--- src/rtl/sqrt_iter_param.sv ---
// sqrt_iter_param: iterative integer square-root unit.
//   Computes result = floor(sqrt(num)) and remainder = num - result^2 using a
//   restoring algorithm that retires two radicand bits (one root bit) per clock.
//   Odd WIDTH is zero-extended on the left to an even operand width 2*RW.
// Ports:
//   clk        rising-edge clock
//   clear      asynchronous active-high reset
//   start      request, honoured only while ready=1
//   num        radicand, captured on the accepting edge
//   ready      unit can accept start (idle or done)
//   busy       computation in progress
//   done       one-cycle pulse when result/remainder have just updated
//   result     floor(sqrt(num)), RW bits
//   remainder  num - result^2, RW+1 bits
module sqrt_iter_param #(
  parameter int unsigned WIDTH = 7
) (
  input  logic                     clk,
  input  logic                     clear,
  input  logic                     start,
  input  logic [WIDTH-1:0]         num,
  output logic                     ready,
  output logic                     busy,
  output logic                     done,
  output logic [(WIDTH+1)/2-1:0]   result,
  output logic [(WIDTH+1)/2:0]     remainder
);

  localparam int unsigned RW = (WIDTH + 1) / 2;
  localparam int unsigned OW = 2 * RW;
  localparam int unsigned CW = (RW > 1) ? $clog2(RW) : 1;
  localparam logic [CW-1:0] CntInit = CW'(RW - 1);

  typedef enum logic [1:0] {StIdle, StCalc, StDone} state_e;

  state_e state_q, state_d;

  logic [OW-1:0] op_q, op_load;
  logic [RW-1:0] root_q, root_iter;
  logic [RW+1:0] rem_q, rem_iter;
  logic [RW+1:0] t, trial, diff;
  logic [CW-1:0] cnt_q;
  logic [RW-1:0] result_q;
  logic [RW:0]   remainder_q;
  logic          ge;
  logic          accept;

  // State register
  always_ff @(posedge clk or posedge clear) begin
    if (clear) state_q <= StIdle;
    else       state_q <= state_d;
  end

  // Next-state logic
  always_comb begin
    state_d = state_q;
    unique case (state_q)
      StIdle:  if (start) state_d = StCalc;
      StCalc:  if (cnt_q == '0) state_d = StDone;
      StDone:  state_d = start ? StCalc : StIdle;
      default: state_d = StIdle;
    endcase
  end

  // Output decode
  always_comb begin
    ready = 1'b0;
    busy  = 1'b0;
    done  = 1'b0;
    unique case (state_q)
      StIdle:  ready = 1'b1;
      StCalc:  busy  = 1'b1;
      StDone: begin
        ready = 1'b1;
        done  = 1'b1;
      end
      default: ready = 1'b1;
    endcase
  end

  assign accept = start & ready;

  // One restoring iteration. rem never exceeds 2*root, so before the last step it fits
  // RW bits and the left shift by two cannot lose significant bits.
  always_comb begin
    op_load            = '0;
    op_load[WIDTH-1:0] = num;
    t         = (rem_q << 2) | {{RW{1'b0}}, op_q[OW-1 -: 2]};
    trial     = {root_q, 2'b01};
    ge        = (t >= trial);
    diff      = t - trial;
    rem_iter  = ge ? diff : t;
    root_iter = root_q << 1;
    root_iter[0] = ge;
  end

  // Datapath registers; result/remainder only change on the final iteration so a
  // computation aborted by clear never exposes partial values.
  always_ff @(posedge clk or posedge clear) begin
    if (clear) begin
      op_q        <= '0;
      root_q      <= '0;
      rem_q       <= '0;
      cnt_q       <= '0;
      result_q    <= '0;
      remainder_q <= '0;
    end else if (accept) begin
      op_q   <= op_load;
      root_q <= '0;
      rem_q  <= '0;
      cnt_q  <= CntInit;
    end else if (state_q == StCalc) begin
      op_q   <= op_q << 2;
      root_q <= root_iter;
      rem_q  <= rem_iter;
      if (cnt_q == '0) begin
        result_q    <= root_iter;
        remainder_q <= rem_iter[RW:0];
      end else begin
        cnt_q <= cnt_q - 1'b1;
      end
    end
  end

  assign result    = result_q;
  assign remainder = remainder_q;

endmodule
--- config.mk ---
export PLATFORM = sky130hd
export DESIGN_NAME = sqrt_iter_param
export DESIGN_NICKNAME = d
export VERILOG_FILES = /design/src/rtl/sqrt_iter_param.sv
export SDC_FILE = /design/constraint.sdc
export NUM_CORES = 1
export LEC_CHECK = 0
export BUFFER_PORTS_ARGS = -buffer_cell sky130_fd_sc_hd__buf_2
export CORE_AREA = 3 3 54 56
export CTS_BUF_LIST = sky130_fd_sc_hd__clkbuf_8
export CTS_CLUSTER_SIZE = 40
export DETAILED_ROUTE_END_ITERATION = 16
export DIE_AREA = 0 0 57 59
export GPL_TIMING_DRIVEN = 0
export PLACE_DENSITY = 0.78
export SYNTH_ARGS = -nofsm -noshare
export SYNTH_HDL_FRONTEND = slang
export SYNTH_SLANG_ARGS = --single-unit
--- constraint.sdc ---
create_clock -name clk -period 3.7 [get_ports clk]
set_input_delay 0.185 -clock clk [delete_from_list [all_inputs] [get_ports clk]]
set_output_delay 0.185 -clock clk [all_outputs]
set_load 0.03 [all_outputs]
==> key figures <==
Run status
  – Run status: finished, final reports clean

Drt
  – Drt wl/cell: 13.53 um
  – DRT Wirelength: around 2.6 mm
  – Vias per Instance: around 5.3
  – Routed Antenna Nets: 0
  – # DRC: 0
  – Via count: around 1.0k
  – Pre-antenna DRT Iters: 4
  – 1st-iter DRT viols: 40

Setup path
  – Nature of the critical path endpoint: flop
  – Worst Path Required: roughly 3.9 ns
  – Setup CP Type: flop to flop
  – Startpoint types: flop
  – Reg2reg setup slack: around 1.8 ns
  – Crit path DAT: a little over 2 ns
  – Crit-path max FO: 7
  – Reg2Reg Depth: 7

Synthesis
  – Top post-synthesis cells by count: 29 x dfrtp_1, 20 x nand2_1, 18 x o21ai_0
  – Synth Register Bits: 29
  – Seq/Total Area, Yosys: about 52%
  – Post-synth top area cell: dfrtp_1
  – Fraction of registers with async set/reset: 100.0%
  – Mean Syn Cell Area: 10.21 um^2
  – Ys flop type: dfrtp_1
  – Yosys warning total: 0
  – Top-area cell type share of the netlist area: about half
  – Most area-consuming cells after synthesis: dfrtp_1 52%, mux2i_1 7.2%, o21ai_0 6.4%, ha_1 6.3%, nand2_1 5.4%
  – Synthesized Nets: between 150 and 200
  – Netlist Area Pre-Place: approximately 0.0014 mm^2
  – Count leader, synth: dfrtp_1
  – Cells after Synth: 137
  – Post-synth EDFFs: 0
  – Library cells used by synthesis: 26

Global route
  – Gr usage total: around 18%
  – First-pass GRT wire length: ~4.5 mm
  – Largest net degree at the start of global routing: 30
  – Initial antenna violation count: 0
  – Vias in the first global route: 1033
  – GR Overflow Total: 0

Placed design
  – GPL Wtd Cong: approximately 0.74
  – IO Port Bufs: 20
  – Place WS: roughly 1.9 ns
  – DP HPWL: ~2 mm

Clock network
  – Deepest clock path buffer count: 2
  – Htree depth: 2
  – Inserted Clock Buffers: 5
  – Clock Latency Late Sink: roughly 0.28 ns
  – CTS tree: done
  – Clock sinks: 29
  – Root Buffer: clkbuf_8
  – Post-CTS Hold Fix Bufs: 0
  – Post-CTS Setup Bufs: 0
  – Reg clk slew, reported paths: 0.06 ns
  – PostCTS Resize Cnt: 0

Worst hold path
  – HP Class: input pin to flop
  – Hold path depth: 3

Power
  – Maximum VDD drop: roughly 0.00061 V
  – Power per Cell Area: between 1000 and 1500 mW/mm^2
  – LEAKAGE: a little over 0.8 nW

Timing
  – Setup TNS: 0 ns
  – Unrepaired setup endpoints after global routing: false
  – Max-slew headroom at the worst pin: 28.37%
  – Slew Limit Fails: 0
  – Final Worst Setup Slack: about 1.8 ns
  – Fin. Hold Viols: 0
  – Worst-margin pin slew: around 1.1 ns
  – Final min period: 1.866 ns
  – Setup violators final: 0
  – Clock skew: 0.003820 ns
  – Fmax: 0.5360 GHz
  – Period utilization: about half

Cells and area
  – # fillers: 203
  – Diodes inserted: 0
  – Final nets: about 180
  – Share of cells above drive strength 1: between 20% and 30%
  – Area delta synth->final: 16.01%

Floorplan
  – Core Area: 0.002477 mm^2
  – Rows: 18
  – Die area: between 0.003 and 0.004 mm^2
  – Initial Utilization: 56.46%
  – Die Ht: 59 um
  – DIE WIDTH: between 50 and 60 um
  – I/O pins: 22

Job
  – Max-cap violations: 0
-- critical path, stage by stage, from the launching register on --
cell and delay, ns:
dfrtp_1 0.38, inv_1 0.12, ha_1 0.30, a21o_1 0.21
a31oi_2 0.19, o21ai_4 0.15, mux2_4 0.34, o21ai_2 0.10
-- cell families (layout without fill, tap and decap cells) --
logic type               after synthesis  after routing  synth area share (%)
AND/OR/NAND/NOR                       34             34                 10.20
flip-flops                            29             29                 51.88
XOR/XNOR                               4              4                 2.505
adder cells (fa/ha/maj)                7              7                 6.261
buffers and inverters                 18             45                 4.918
AO/OA/AOI/OAI                         33             33                 15.21
multiplexers                          12             12                 9.034
-- through the flow --
step | area [um^2] | power (mW) | std cells | util, % | hold WS (ns)
2_1_floorplan | 1399 | 1.263 | 137 | - | 0.2631
3_3_place_gp | 1536 | 1.429 | 187 | 62.02 | 0.4329
3_5_place_dp | 1536 | 1.473 | 187 | 62.02 | 0.4407
4_1_cts | 1623 | 1.734 | 194 | 65.51 | 0.1496
5_1_grt | 1623 | 1.866 | 194 | 65.51 | 0.2074
6_report | 1623 | 1.718 | 194 | 65.51 | 0.1599
-- where the power goes --
| part | internal, mW | switching, mW | total, mW |
|---|---|---|---|
| clock network | 0.144 | 0.109 | 0.254 |
| logic | 0.353 | 0.571 | 0.924 |
| registers | 0.459 | 0.0807 | 0.540 |
| total | 0.957 | 0.761 | 1.72 |
-- layout by cell type, fill, tap and decap left out, drive strengths merged, types with 5 or more instances in the layout --
cell	n
buf	22
clkbuf	10
dfrtp	29
ha	7
inv	13
mux2i	10
nand2	20
nor2	6
o21ai	21
o31ai	5
-- metal layers --
layer / track usage, % / vias to the layer above / routed length, um
met5: 0 / - / 0
met3: 7.190 / 5 / 131
met4: 7.285 / 0 / 39
met1: 20.14 / 496 / 1125
li1: - / 515 / -
met2: 30.34 / 20 / 1328
-- worst paths after layout --
check | endpoint | start
max | remainder[1] | root_q[1]
min | op_q[1] | num[1]
max reg2reg | remainder[1] | root_q[1]
min reg2reg | result[2] | result[2]
max in group asynchronous | result[2] | clear
min in group asynchronous | remainder[1] | clear
-- cell type report --
type / count / area (um^2) / area share (%)
flip-flops and latches: 29 / 725.7 / 44.72
multi-input cells: 90 / 604.3 / 37.24
repair buffers: 20 / 100.1 / 6.168
clock buffers: 6 / 82.58 / 5.089
inverters: 12 / 45.04 / 2.776
well taps: 30 / 37.54 / 2.313
plain buffers: 6 / 23.77 / 1.465
clock inverters: 1 / 3.754 / 0.2313
-- registers in the layout (all words and copies together), names as in the netlist --
name	cells
rem_q	4
state_q	2
cnt_q	2
op_q	8
remainder	5
result	4
root_q	4
Note: power is estimated with default switching activity, not from simulation.
